### config.mk
export PLATFORM = sky130hd
export DESIGN_NAME = lms_rst_seq
export DESIGN_NICKNAME = d
export VERILOG_FILES = /design/src/rtl/lms_rst_seq.sv
export SDC_FILE = /design/constraint.sdc
export NUM_CORES = 1
export LEC_CHECK = 0
export ABC_CLOCK_PERIOD_IN_PS = 2050
export BUFFER_PORTS_ARGS = -buffer_cell sky130_fd_sc_hd__buf_2
export CAP_MARGIN = 20
export CORE_ASPECT_RATIO = 2
export CORE_MARGIN = 4
export CORE_UTILIZATION = 40
export CTS_BUF_LIST = sky130_fd_sc_hd__clkbuf_4 sky130_fd_sc_hd__clkbuf_8
export DETAILED_ROUTE_END_ITERATION = 8
export GPL_TIMING_DRIVEN = 0
export PLACE_DENSITY = 0.61
export SLEW_MARGIN = 10
export SYNTH_ARGS = -nofsm -noshare
export SYNTH_HDL_FRONTEND = slang
export SYNTH_SLANG_ARGS = --single-unit
### constraint.sdc
create_clock -name clk -period 2.05 [get_ports clk]
set_input_delay 0.205 -clock clk [delete_from_list [all_inputs] [get_ports clk]]
set_output_delay 0.205 -clock clk [all_outputs]
set_load 0.02 [all_outputs]
### src/rtl/lms_rst_seq.sv
// Power-up/reset sequencer for the LMS7002 transceiver: drives the core LDO enable and the
// hardware reset line through a timed LDO_ON -> RST_HOLD -> SETTLE -> DONE sequence.
module lms_rst_seq #(
   parameter int unsigned SYNC_STAGES     = 2,
   parameter int unsigned LDO_WAIT_CYCLES = 5000,
   parameter int unsigned RST_CYCLES      = 1000,
   parameter int unsigned SETTLE_CYCLES   = 2000,
   parameter int unsigned CNT_W           = 16
) (
   input  logic       clk,
   input  logic       reset_n,
   input  logic       req_in,
   output logic       lms_ldo_en,
   output logic       lms_rst_n,
   output logic       busy,
   output logic       done,
   output logic       aborted,
   output logic [7:0] seq_cnt
);

   localparam logic [2:0] S_IDLE     = 3'd0;
   localparam logic [2:0] S_LDO_ON   = 3'd1;
   localparam logic [2:0] S_RST_HOLD = 3'd2;
   localparam logic [2:0] S_SETTLE   = 3'd3;
   localparam logic [2:0] S_DONE     = 3'd4;

   localparam logic [CNT_W-1:0] LDO_LOAD    = CNT_W'(LDO_WAIT_CYCLES - 1);
   localparam logic [CNT_W-1:0] RST_LOAD    = CNT_W'(RST_CYCLES - 1);
   localparam logic [CNT_W-1:0] SETTLE_LOAD = CNT_W'(SETTLE_CYCLES - 1);

   logic [SYNC_STAGES-1:0] r_sync;
   logic                   w_req_s;

   logic [2:0]       r_state;
   logic [2:0]       w_state_d;
   logic [CNT_W-1:0] r_cnt;
   logic [CNT_W-1:0] w_cnt_d;
   logic             r_aborted;
   logic             w_aborted_d;
   logic [7:0]       r_seq_cnt;
   logic [7:0]       w_seq_cnt_d;

   // req_in comes from another clock domain's PIO; only the last stage is used.
   always_ff @(posedge clk or negedge reset_n) begin
      if (!reset_n) begin
         r_sync <= '0;
      end else begin
         r_sync <= {r_sync[SYNC_STAGES-2:0], req_in};
      end
   end

   assign w_req_s = r_sync[SYNC_STAGES-1];

   always_comb begin
      w_state_d   = r_state;
      w_cnt_d     = r_cnt - CNT_W'(1);
      w_aborted_d = r_aborted;
      w_seq_cnt_d = r_seq_cnt;

      case (r_state)
         S_IDLE: begin
            if (w_req_s) begin
               w_state_d   = S_LDO_ON;
               w_cnt_d     = LDO_LOAD;
               w_aborted_d = 1'b0;
            end
         end
         S_LDO_ON: begin
            if (!w_req_s) begin
               w_state_d   = S_IDLE;
               w_aborted_d = 1'b1;
            end else if (r_cnt == '0) begin
               w_state_d = S_RST_HOLD;
               w_cnt_d   = RST_LOAD;
            end
         end
         S_RST_HOLD: begin
            if (!w_req_s) begin
               w_state_d   = S_IDLE;
               w_aborted_d = 1'b1;
            end else if (r_cnt == '0) begin
               w_state_d = S_SETTLE;
               w_cnt_d   = SETTLE_LOAD;
            end
         end
         S_SETTLE: begin
            if (!w_req_s) begin
               w_state_d   = S_IDLE;
               w_aborted_d = 1'b1;
            end else if (r_cnt == '0) begin
               w_state_d   = S_DONE;
               w_seq_cnt_d = r_seq_cnt + 8'd1;
            end
         end
         S_DONE: begin
            // A normal release after completion is not an abort.
            if (!w_req_s) begin
               w_state_d = S_IDLE;
            end
         end
         default: begin
            w_state_d = S_IDLE;
         end
      endcase
   end

   always_ff @(posedge clk or negedge reset_n) begin
      if (!reset_n) begin
         r_state   <= S_IDLE;
         r_cnt     <= '0;
         r_aborted <= 1'b0;
         r_seq_cnt <= 8'd0;
      end else begin
         r_state   <= w_state_d;
         r_cnt     <= w_cnt_d;
         r_aborted <= w_aborted_d;
         r_seq_cnt <= w_seq_cnt_d;
      end
   end

   // Outputs come straight off the state register so an async reset is seen at once.
   always_comb begin
      lms_ldo_en = 1'b0;
      lms_rst_n  = 1'b0;
      busy       = 1'b0;
      done       = 1'b0;
      case (r_state)
         S_LDO_ON, S_RST_HOLD: begin
            lms_ldo_en = 1'b1;
            busy       = 1'b1;
         end
         S_SETTLE: begin
            lms_ldo_en = 1'b1;
            lms_rst_n  = 1'b1;
            busy       = 1'b1;
         end
         S_DONE: begin
            lms_ldo_en = 1'b1;
            lms_rst_n  = 1'b1;
            done       = 1'b1;
         end
         default: begin
            lms_ldo_en = 1'b0;
         end
      endcase
   end

   assign aborted = r_aborted;
   assign seq_cnt = r_seq_cnt;

endmodule

Word-level counts from Yosys, hierarchy flattened:

Index checks and enable logic that the tools add are counted.

* input bits: 3
* output and inout port bits: 13
* logic and storage cells: 48
* register bits after elaboration: 30

* reductions and logical operators: 9
* add/subtract/negate cells: 2
* eq/ne operators: 10
* muxes and demuxes: 22

Operator list (count)
* $mux W16: 5
* $pmux W16 S3: 1
* $mux W3: 8
* $logic_not A16 Y1: 1
* $sub A16 B1 Y16 const B: 1
* $pmux W3 S5: 1
* $ne A3 B3 Y1 const B: 3
* $add A8 B1 Y8 const B: 1
* $eq A3 B2 Y1 const B: 2
* $mux W1: 6
* $ne A2 B2 Y1 const B: 3
* $reduce_and A3 Y1: 2
* $reduce_and A5 Y1: 1
* $reduce_or A4 Y1: 1
* $eq A3 B1 Y1 const B: 1
* $eq A3 B3 Y1 const B: 1
* $logic_not A3 Y1: 1
* $reduce_or A3 Y1: 1
* $pmux W1 S2: 1
* $reduce_bool A2 Y1: 1
* $reduce_or A2 Y1: 1

Depth between registers and ports, before layout:

Gate-level depths: netlist of run 1.

* word-level depth: 4
* gate-level depth with buffers: 8
* depth with buffers taken out: 6

Worst setup path after synthesis of run 1:

Ideal clock, no wire load.

* path kind: reg2reg
* start point: register r_cnt[10]
* end point: register r_seq_cnt[1], in the netlist seq_cnt[1]
* path slack: 0.092 ns
* cell stages (with the launch flop): 6
* data required time: 1.925 ns
* setup time: 0.125 ns
* clock period less this slack: 1.958 ns
* data arrival time: 1.833 ns
* path buffers: 1
* path through: dfrtp_1 > or4_4 > nand4b_4 > buf_6 > nor3_4 > mux2_2

* word-level cells in the longest chain between the ends: 2

Ends and longest elaborated chain
* start: declaration: line 36 `logic [CNT_W-1:0] r_cnt;`
* start signal: assignment: line 115 `r_cnt <= w_cnt_d;`
* $logic_not A16 Y1: line 90 `end else if (r_cnt == '0) begin`
* $reduce_and A3 Y1 (no source line)
* end signal: assignment: line 117 `r_seq_cnt <= w_seq_cnt_d;`
* end: declaration: line 40 `logic [7:0] r_seq_cnt;`

Every way passes these cells.
A chain may end at the register's enable or synchronous reset.

Worst setup path after layout of run 1:

* start point: register r_cnt[0]
* end point: register r_cnt[12]

* word-level cells in the longest chain between the ends: 4
* elaborated cells on any way between the ends: 8
* those cells by class: add/sub: 1; mux: 6; reduce/logical: 1

Ends and longest elaborated chain
* $sub A16 B1 Y16 or $logic_not A16 Y1 (tied branches): line 56, 72, 81
* $mux W16, on equally long branches: line 81, 72
* $mux W16, on equally long branches: line 78, 69
* $pmux W16 S3 (*): line 60 `case (r_state)`
* named net w_cnt_d[12]: line 37 `logic [CNT_W-1:0] w_cnt_d;`

Mark *: on every way through the listed nets, which the timed path passes. The rest lies on a longest branch.

==> results of run 1 <==
-- cell type report --
class / instances / area (um^2)
buffer: 7 / 43.8
inverter: 5 / 18.8
clock inverter: 2 / 10.0
clock buffer: 5 / 68.8
multi-input combinational: 113 / 882
timing repair buffer: 25 / 153
sequential: 30 / 753
tap: 51 / 63.8
fill: 389 / 1930
-- per-layer routing --
metal / routed length (um) / global-route usage (%)
met5: 0 / 0
met3: 117 / 3.18
met2: 2290 / 32.2
met1: 1370 / 15.7
met4: 126 / 7.28
-- power breakdown --
group / switching [W] / total, W / leakage (nW) / internal [W]
Clock: 0.000212 / 0.000439 / 0.0438 / 0.000227
Combinational: 0.000156 / 0.000299 / 0.443 / 0.000143
Sequential: 0.0000873 / 0.000738 / 0.376 / 0.000650
Total: 0.000455 / 0.00148 / 0.863 / 0.00102
-- cell usage after synthesis (2+ instances only) --
| cell | instances |
|---|---|
| sky130_fd_sc_hd__nor4_1 | 3 |
| sky130_fd_sc_hd__nor2_1 | 7 |
| sky130_fd_sc_hd__nor4_2 | 4 |
| sky130_fd_sc_hd__a211oi_1 | 4 |
| sky130_fd_sc_hd__dfrtp_1 | 30 |
| sky130_fd_sc_hd__o21ai_0 | 4 |
| sky130_fd_sc_hd__inv_1 | 5 |
| sky130_fd_sc_hd__or3_1 | 6 |
| sky130_fd_sc_hd__xnor2_1 | 8 |
| sky130_fd_sc_hd__or4_1 | 4 |
| sky130_fd_sc_hd__clkbuf_1 | 5 |
| sky130_fd_sc_hd__a21oi_1 | 3 |
| sky130_fd_sc_hd__nand2b_1 | 2 |
| sky130_fd_sc_hd__nand2_1 | 7 |
| sky130_fd_sc_hd__nand3_1 | 10 |
| sky130_fd_sc_hd__o21a_1 | 2 |
| sky130_fd_sc_hd__and2_1 | 2 |
| sky130_fd_sc_hd__buf_6 | 2 |
| sky130_fd_sc_hd__nor3_2 | 5 |
| sky130_fd_sc_hd__o31ai_1 | 3 |
| sky130_fd_sc_hd__ha_1 | 3 |
| sky130_fd_sc_hd__nor3_1 | 5 |
| sky130_fd_sc_hd__xor2_1 | 8 |
-- worst register-to-register path, delay by kind of cell, from the launching register on --
family          cells  cell delay (ns)
buf+inv             2             0.26
compound gates      1             0.14
simple gates        2             0.69
xor+xnor            1             0.17
flops               1             0.40
fa+ha+maj           1             0.20
-- final timing paths --
check / start / endpoint / slack (ns) / cells after the start
setup reg to reg: r_cnt[0] / r_cnt[12] / 0.05 / 7
hold reg to reg: r_sync[0] / r_sync[1] / 0.35 / 0
max in group asynchronous: reset_n / r_cnt[10] / 1.05 / 2
setup / recovery: r_cnt[0] / r_cnt[12] / 0.05 / 7
min in group asynchronous: reset_n / seq_cnt[7] / 0.51 / 2
hold / removal: req_in / r_sync[0] / 0.03 / 1
-- cells by family (layout without fill, tap and decap cells) --
| group | count (synthesis) | count (layout) |
|---|---|---|
| AOI/OAI and AO/OA | 27 | 27 |
| muxes | 1 | 1 |
| buffers and inverters | 13 | 44 |
| xor gates and xnor gates | 16 | 16 |
| DFF | 30 | 30 |
| and+or+nand+nor | 66 | 66 |
| adders and majority gates | 3 | 3 |
-- registers in the layout, summed over array words and instances, names as in the netlist --
name and cells:
aborted 1, r_cnt 16, r_state 3, r_sync 2, seq_cnt 8
-- timing repair --
| item | CTS | global route |
|---|---|---|
| gates resized for setup | 5 | 7 |
| pin swaps | 2 | 4 |
| endpoints found under the hold margin | 30 | 0 |
| buffers inserted | 0 | 9 |
| hold buffers | 1 | 0 |
| endpoints found under the setup margin | 20 | 7 |
-- stage by stage --
stage / TNS [ns] / setup slack [ns] / instances / cell area, um^2
finish: 0 / 0.0545 / 238 / 1990
global route: -0.00264 / -0.00247 / 238 / 1990
CTS: 0 / 0.0195 / 229 / 1900
detailed placement: -1.07 / -0.155 / 222 / 1790
global placement: -1.25 / -0.185 / 222 / 1790
floorplan: 0 / 0.0919 / 156 / 1650
==> results by stage, run 1 <==
Synth:
- Of the synthesized area, sequential elements account for 45.5%.
- The synthesized design contains 0 enable-type register cells.
- The net count after synthesis is 162.
- By area the synthesized netlist is led by sky130_fd_sc_hd__dfrtp_1 (45%), sky130_fd_sc_hd__xnor2_1 (4.2%), sky130_fd_sc_hd__xor2_1 (4.2%).
- Counting every instance in the synthesized netlist gives 156.
- Of the total synthesized cell area, the portion taken by XOR and XNOR cells is 8.48%.
- After synthesis, the share of flip-flops with an asynchronous set or reset is 100%.
- In the synthesized netlist, mux cells make up 0.682% of the area.
- The synthesis-stage register bit count is 30.
- The largest total area in the synthesized netlist belongs to sky130_fd_sc_hd__dfrtp_1.
- The synthesized area divided by synthesized cell count is 10.6 um^2.
- The number of warnings issued by yosys is 0.
- Summing the areas of all fa, ha and maj instances in the mapped netlist gives 2.27% of the synthesized area.
- The area share of the largest cell type after synthesis is 45.5%.
- The most instantiated flip-flop cell in the synthesis netlist is sky130_fd_sc_hd__dfrtp_1.
- The total standard cell area after synthesis is 1650 um^2.
- The share of the synthesized area in compound gates (AO/OA/AOI/OAI) is 11.8%.
- After synthesis, the largest family of logic cells by area is simple AND/OR/NAND/NOR gates.
- The simple-gate portion of the synthesized area is 27.3%.
- The number of different library cells used by synthesis comes to 47.

STA:
- The max-slew violation count is 0.
- On the final layout, the worst clock skew is 0.00650 ns.
- Setup violations remaining at the end of the flow were counted as 0.
- The final cycle utilization of the critical path is 97.3%.
- The final-layout worst hold slack is 0.0320 ns.
- Headroom to the max-slew limit came out at 54.0%.
- The transition time of the tightest slew-check pin is 0.690 ns.
- Derived from the worst setup path, the maximum achievable clock frequency is 501 MHz.
- The final period demand of the worst path is 2.00 ns.
- The final hold violation count was 0.

GRT:
- The via count of the first global-routing pass is 1378.
- The global router's overall resource usage is 16.7%.
- The total congestion overflow is 0.
- Entering global routing, the biggest net connects 31 pins.
- The first-pass GRT wire length is 6560 um.
- The number of antenna violations at the first check in global routing was 0.

Clock network:
- The number of clock sinks is 30.
- For the worst-skew pair, the clock arrives at the later sink with an insertion delay of 0.28 ns.
- The tree is rooted in a sky130_fd_sc_hd__clkbuf_8.
- The number of buffers on the longest clock path is 2.
- The TritonCTS clock tree is built.
- The H-tree was split into 2 levels.
- TritonCTS created 5 clock buffers.
- Clock-pin slew was measured on the worst setup and hold paths at 0.06 ns.

Critical path:
- STA puts the critical path data arrival time at 2.13 ns.
- STA classifies the critical path startpoint as a register.
- For the worst setup path, the data required time is 2.18 ns.
- The maximum fanout encountered on the critical timing path is 8.
- The number of buffers and inverters on the critical path is 2.
- The kind of cell with the highest combined delay along the critical path is simple AND/OR/NAND/NOR gates.
- The maximum cell stage delay along the critical path is 0.54 ns.
- The setup path with the least slack is of type reg -> reg.
- For this design, the slowest cell found on the critical path is sky130_fd_sc_hd__or4b_4.
- The worst setup path is captured at a register.
- The signal on the critical path passes through inv_1 > ha_2 > or4b_4 > buf_4 > nor4_2 > xnor2_1 > o32ai_1.

Job:
- The number of maximum-capacitance violations is 0.

Outcome:
- The flow ran to the end, and the final reports show no timing, DRC or antenna violations.

Placement:
- The placer's final routability congestion estimate is 0.733.
- Buffers placed on the I/O ports in this run total 15.
- The half-perimeter wire length after placement is 2910 um.

Detailed routing:
- The final routed wire length divided by cell count is 16.4 um.
- The count of antenna-violating nets left after detailed routing is 0.
- The initial detailed-routing violation count is 13.
- The first detailed-routing pass took 4 iterations.
- After detailed routing, the number of vias per cell comes to 5.59.
- For this block, the routed nets add up to 3900 um of wire.
- The number of vias after detailed routing is 1331.
- The DRC violation count after routing is 0.

Die:
- The region available for standard cell placement spans 3920 um^2.
- The die area is 5280 um^2.
- Row generation in the floorplan step produced 32 rows.
- Once the floorplan was initialized, standard cells occupied 42.1% of the core.
- Pin placement for this block handled 16 I/O pins.
- The die boundary width is 53.4 um.
- The chip height is 98.9 um.

Cells and area:
- Leaving out fill and tap cells, the most frequent cell in the layout is sky130_fd_sc_hd__dfrtp_1.
- The area growth from synthesis to final layout is 20.7%.
- The final layout contains 193 nets.
- The library cells used most frequently in the layout, excluding fill and tap cells, are sky130_fd_sc_hd__dfrtp_1 (28), sky130_fd_sc_hd__buf_2 (16), sky130_fd_sc_hd__nand3_1 (10).
- The number of antenna cells inserted is 0.
- The fraction of layout instances using a drive strength above 1 is 31.0%.
- Measured on the finished design, the core utilization comes to 50.8%.

Power and ir drop:
- The power density over cell area is 740 nW/um^2.
- The worst-case IR drop observed on VDD is 532 uV.
- Summed over all cells, the static leakage comes to 0.863 nW.
- Overall power consumption after layout is estimated at 0.00148 W.

Min path:
- The class of the worst hold path is in -> reg.
No activity file was read; power rests on OpenSTA's default activity.
==> run 2: changes to the inputs <==
--- a/config.mk
+++ b/config.mk
@@ -12,8 +12,10 @@
 export CORE_MARGIN = 4
 export CORE_UTILIZATION = 40
 export CTS_BUF_LIST = sky130_fd_sc_hd__clkbuf_4 sky130_fd_sc_hd__clkbuf_8
+export CTS_CLUSTER_SIZE = 10
 export DETAILED_ROUTE_END_ITERATION = 8
 export GPL_TIMING_DRIVEN = 0
+export MAX_ROUTING_LAYER = met4
 export PLACE_DENSITY = 0.61
 export SLEW_MARGIN = 10
 export SYNTH_ARGS = -nofsm -noshare
==> results by stage, run 2 (synthesized netlist as in run 1, its figures left out) <==
Clock network:
- The CTS root buffer is sky130_fd_sc_hd__clkbuf_8 (unchanged).
- The number of clock sinks was 30 (unchanged).
- The number of H-tree branching levels came to 2 (unchanged).
- The total CTS buffers came to 5 (unchanged).
- The TritonCTS clock tree is built (unchanged).
- The clock transition at the register clock pins on the worst setup and hold paths after CTS was 0.07 ns (was 0.06 ns).
- The number of buffers on the longest clock path was 2 (unchanged).
- The insertion delay of the later-clocked pin in the worst-skew pair is 0.28 ns (about the same).

Cells and area:
- The fraction of layout instances using a drive strength above 1 came to 30.5% (was 31.0%).
- The final net count was 193 (unchanged).
- The number of flip-flops in the largest register is 16 (unchanged).
- The number of antenna cells inserted is 0 (unchanged).
- The area growth from synthesis to final layout came to 20.6% (was 20.7%).
- Commonest non-fill, non-tap cells in the layout: sky130_fd_sc_hd__dfrtp_1 (29), sky130_fd_sc_hd__buf_2 (16), sky130_fd_sc_hd__nand3_1 (10) (was sky130_fd_sc_hd__dfrtp_1 (28), sky130_fd_sc_hd__buf_2 (16), sky130_fd_sc_hd__nand3_1 (10)).
- The most common library cell in the layout ignoring fill and taps is sky130_fd_sc_hd__dfrtp_1 (unchanged).
- The top register by number of flip-flops is r_cnt (unchanged).

Critical path:
- The kind of end point of the critical path was a register (unchanged).
- The critical path data arrival time is 2.12 ns (was 2.13 ns).
- The flop-to-flop setup slack is 0.06 ns (was 0.05 ns).
- The number of cells on the worst reg-to-reg path is 7 (unchanged).
- The start-to-end type of the worst setup path is reg -> reg (unchanged).
- The startpoint of the worst-slack reg-to-reg timing path is r_cnt[0] (unchanged).
- Worst path cell trace: inv_1 > ha_2 > or4b_4 > buf_4 > nor4_2 > xnor2_1 > o32ai_1 (unchanged).
- The worst-path cell with the longest stage delay is sky130_fd_sc_hd__or4b_4 (unchanged).
- The category of cells accounting for the largest share of critical-path delay was simple AND/OR/NAND/NOR gates (unchanged).
- The maximum cell stage delay along the critical path was 0.54 ns (about the same).
- The number of buffers and inverters on the critical path is 2 (unchanged).
- The maximum fanout encountered on the critical timing path came to 8 (unchanged).
- The endpoint of the worst register-to-register path is r_cnt[12] (unchanged).
- The timing endpoint of the critical path is r_cnt[12] (unchanged).
- The critical path startpoint was r_cnt[0] (unchanged).
- The data required time of the critical path is 2.18 ns (about the same).
- The total stage count of the critical path was 7 (unchanged).
- The category of the worst setup path launch point is a register (unchanged).

STA:
- Setup repair after global routing could not meet its margin everywhere.
- The final period demand of the worst path is 1.99 ns (was 2.00 ns).
- The final hold violation count was 0 (unchanged).
- The final cycle utilization of the critical path is 97.1% (was 97.3%).
- The final worst clock skew is 0.00663 ns (was 0.00650 ns).
- The final-layout worst hold slack was 0.0302 ns (was 0.0320 ns).
- The transition time of the tightest slew-check pin is 0.688 ns (was 0.690 ns).
- The headroom to the max-slew limit came to 54.1% (was 54.0%).
- The max-slew violation count is 0 (unchanged).
- The peak clock frequency supported by timing is 502 MHz (was 501 MHz).
- The final worst-path setup slack is 0.0596 ns (was 0.0545 ns).
- The count of endpoints failing setup in the final report is 0 (unchanged).

Power and ir drop:
- The leakage power of the design is 0.864 nW (was 0.863 nW).
- The power density over cell area is 740 nW/um^2 (about the same).
- The maximum VDD drop is 535 uV (was 532 uV).

Die:
- The die boundary width is 53.4 um (unchanged).
- The core box area is 3920 um^2 (unchanged).
- The die area came to 5280 um^2 (unchanged).
- The total I/O pin count was 16 (unchanged).
- The chip height is 98.9 um (unchanged).
- The initial cell density of the core came to 42.1% (unchanged).
- The total number of placement rows came to 32 (unchanged).

GRT:
- The total congestion overflow came to 0 (unchanged).
- The via count of the first global-routing pass came to 1384 (was 1378).
- The maximum number of pins on one net before global-route repair came to 31 (unchanged).
- The first-pass GRT wire length is 6560 um (unchanged).
- The number of antenna violations at the first check in global routing is 0 (unchanged).
- The global router's overall resource usage is 17.2% (was 16.7%).

Placement:
- The count of input and output buffers came to 15 (unchanged).
- The placer's final routability congestion estimate was 0.742 (was 0.733).
- The worst setup timing slack at the placement stage is -0.155 ns (unchanged).
- The half-perimeter wire length after placement is 2910 um (unchanged).

Detailed routing:
- The count of antenna-violating nets left after detailed routing is 0 (unchanged).
- The initial detailed-routing violation count is 23 (was 13).
- The number of vias after detailed routing is 1335 (was 1331).
- The first-pass detailed-route iteration total came to 4 (unchanged).
- The total length of routed wires is 3900 um (about the same).
- The ratio of routed vias to standard cells came to 5.61 (was 5.59).
- The final routed wire length divided by cell count is 16.4 um (about the same).
- The DRC violation count after routing was 0 (unchanged).

Job:
- The number of maximum-capacitance violations was 0 (unchanged).

Outcome:
- Outcome: completed (unchanged).

Min path:
- The class of the worst hold path is in -> reg (unchanged).
## run 2: changes by cell type in the layout (fill, tap and decap cells not counted)
| cell | previous run | this run |
|---|---|---|
| sky130_fd_sc_hd__dfrtp_1 | 28 | 29 |
| sky130_fd_sc_hd__dfrtp_2 | 2 | 1 |
## run 2: per-stage QoR
step	total power (W)	cell area [um^2]	util (%)	std cells	setup TNS, ns
2_1_floorplan	0.000884	1650	-	156	0
3_3_place_gp	0.000941	1790	45.6	222	-1.25
3_5_place_dp	0.000961	1790	45.6	222	-1.07
4_1_cts	0.00143	1900	48.5	229	0
5_1_grt	0.00155	1990	50.8	238	-0.0369
6_report	0.00147	1990	50.8	238	0
## run 2: what timing repair did
item	CTS	global route
setup endpoints to repair	20	7
pin swaps	2	3
resized for setup	5	6
hold endpoints to repair	30	0
buffers inserted	0	9
cloned	0	0
hold buffers	1	0
## run 2: worst min-delay path by stage
stage / start / endpoint / cells after the start / slack [ns]
after global placement: reset_n / aborted / 1 / 0.27
after CTS: req_in / r_sync[0] / 1 / 0.03
after detailed placement: reset_n / r_state[0] / 1 / 0.28
after floorplan: reset_n / aborted / 0 / -0.09
final: req_in / r_sync[0] / 1 / 0.03
after global routing: req_in / r_sync[0] / 1 / 0.02
## run 2: worst register-to-register path, delay by kind of cell (launching register included)
family / cells / cell delay (ns)
fa+ha+maj: 1 / 0.20
compound gates: 1 / 0.13
buf+inv: 2 / 0.26
xor+xnor: 1 / 0.17
simple gates: 2 / 0.69
flops: 1 / 0.40
## run 2: layout make-up
type	instances	area, um^2
well taps	51	63.8
fillers	387	1930
plain buffers	7	43.8
flip-flops and latches	30	752
multi-input cells	113	882
clock inverters	2	10.0
repair buffers	25	153
clock buffers	5	68.8
inverters	5	18.8
## run 2: power by group
group          switching [W]  leakage [nW]  internal [W]
clock               0.000214        0.0438      0.000227
sequential         0.0000876         0.378      0.000649
combinational       0.000154         0.443      0.000143
## run 2: layer usage
layer / share of wire (%) / wire length [um] / GRT usage (%)
met1: 35 / 1370 / 15.7
met3: 2.9 / 114 / 3.18
met2: 59 / 2290 / 32.3
met4: 3.4 / 132 / 7.28
met5: 0 / 0 / -
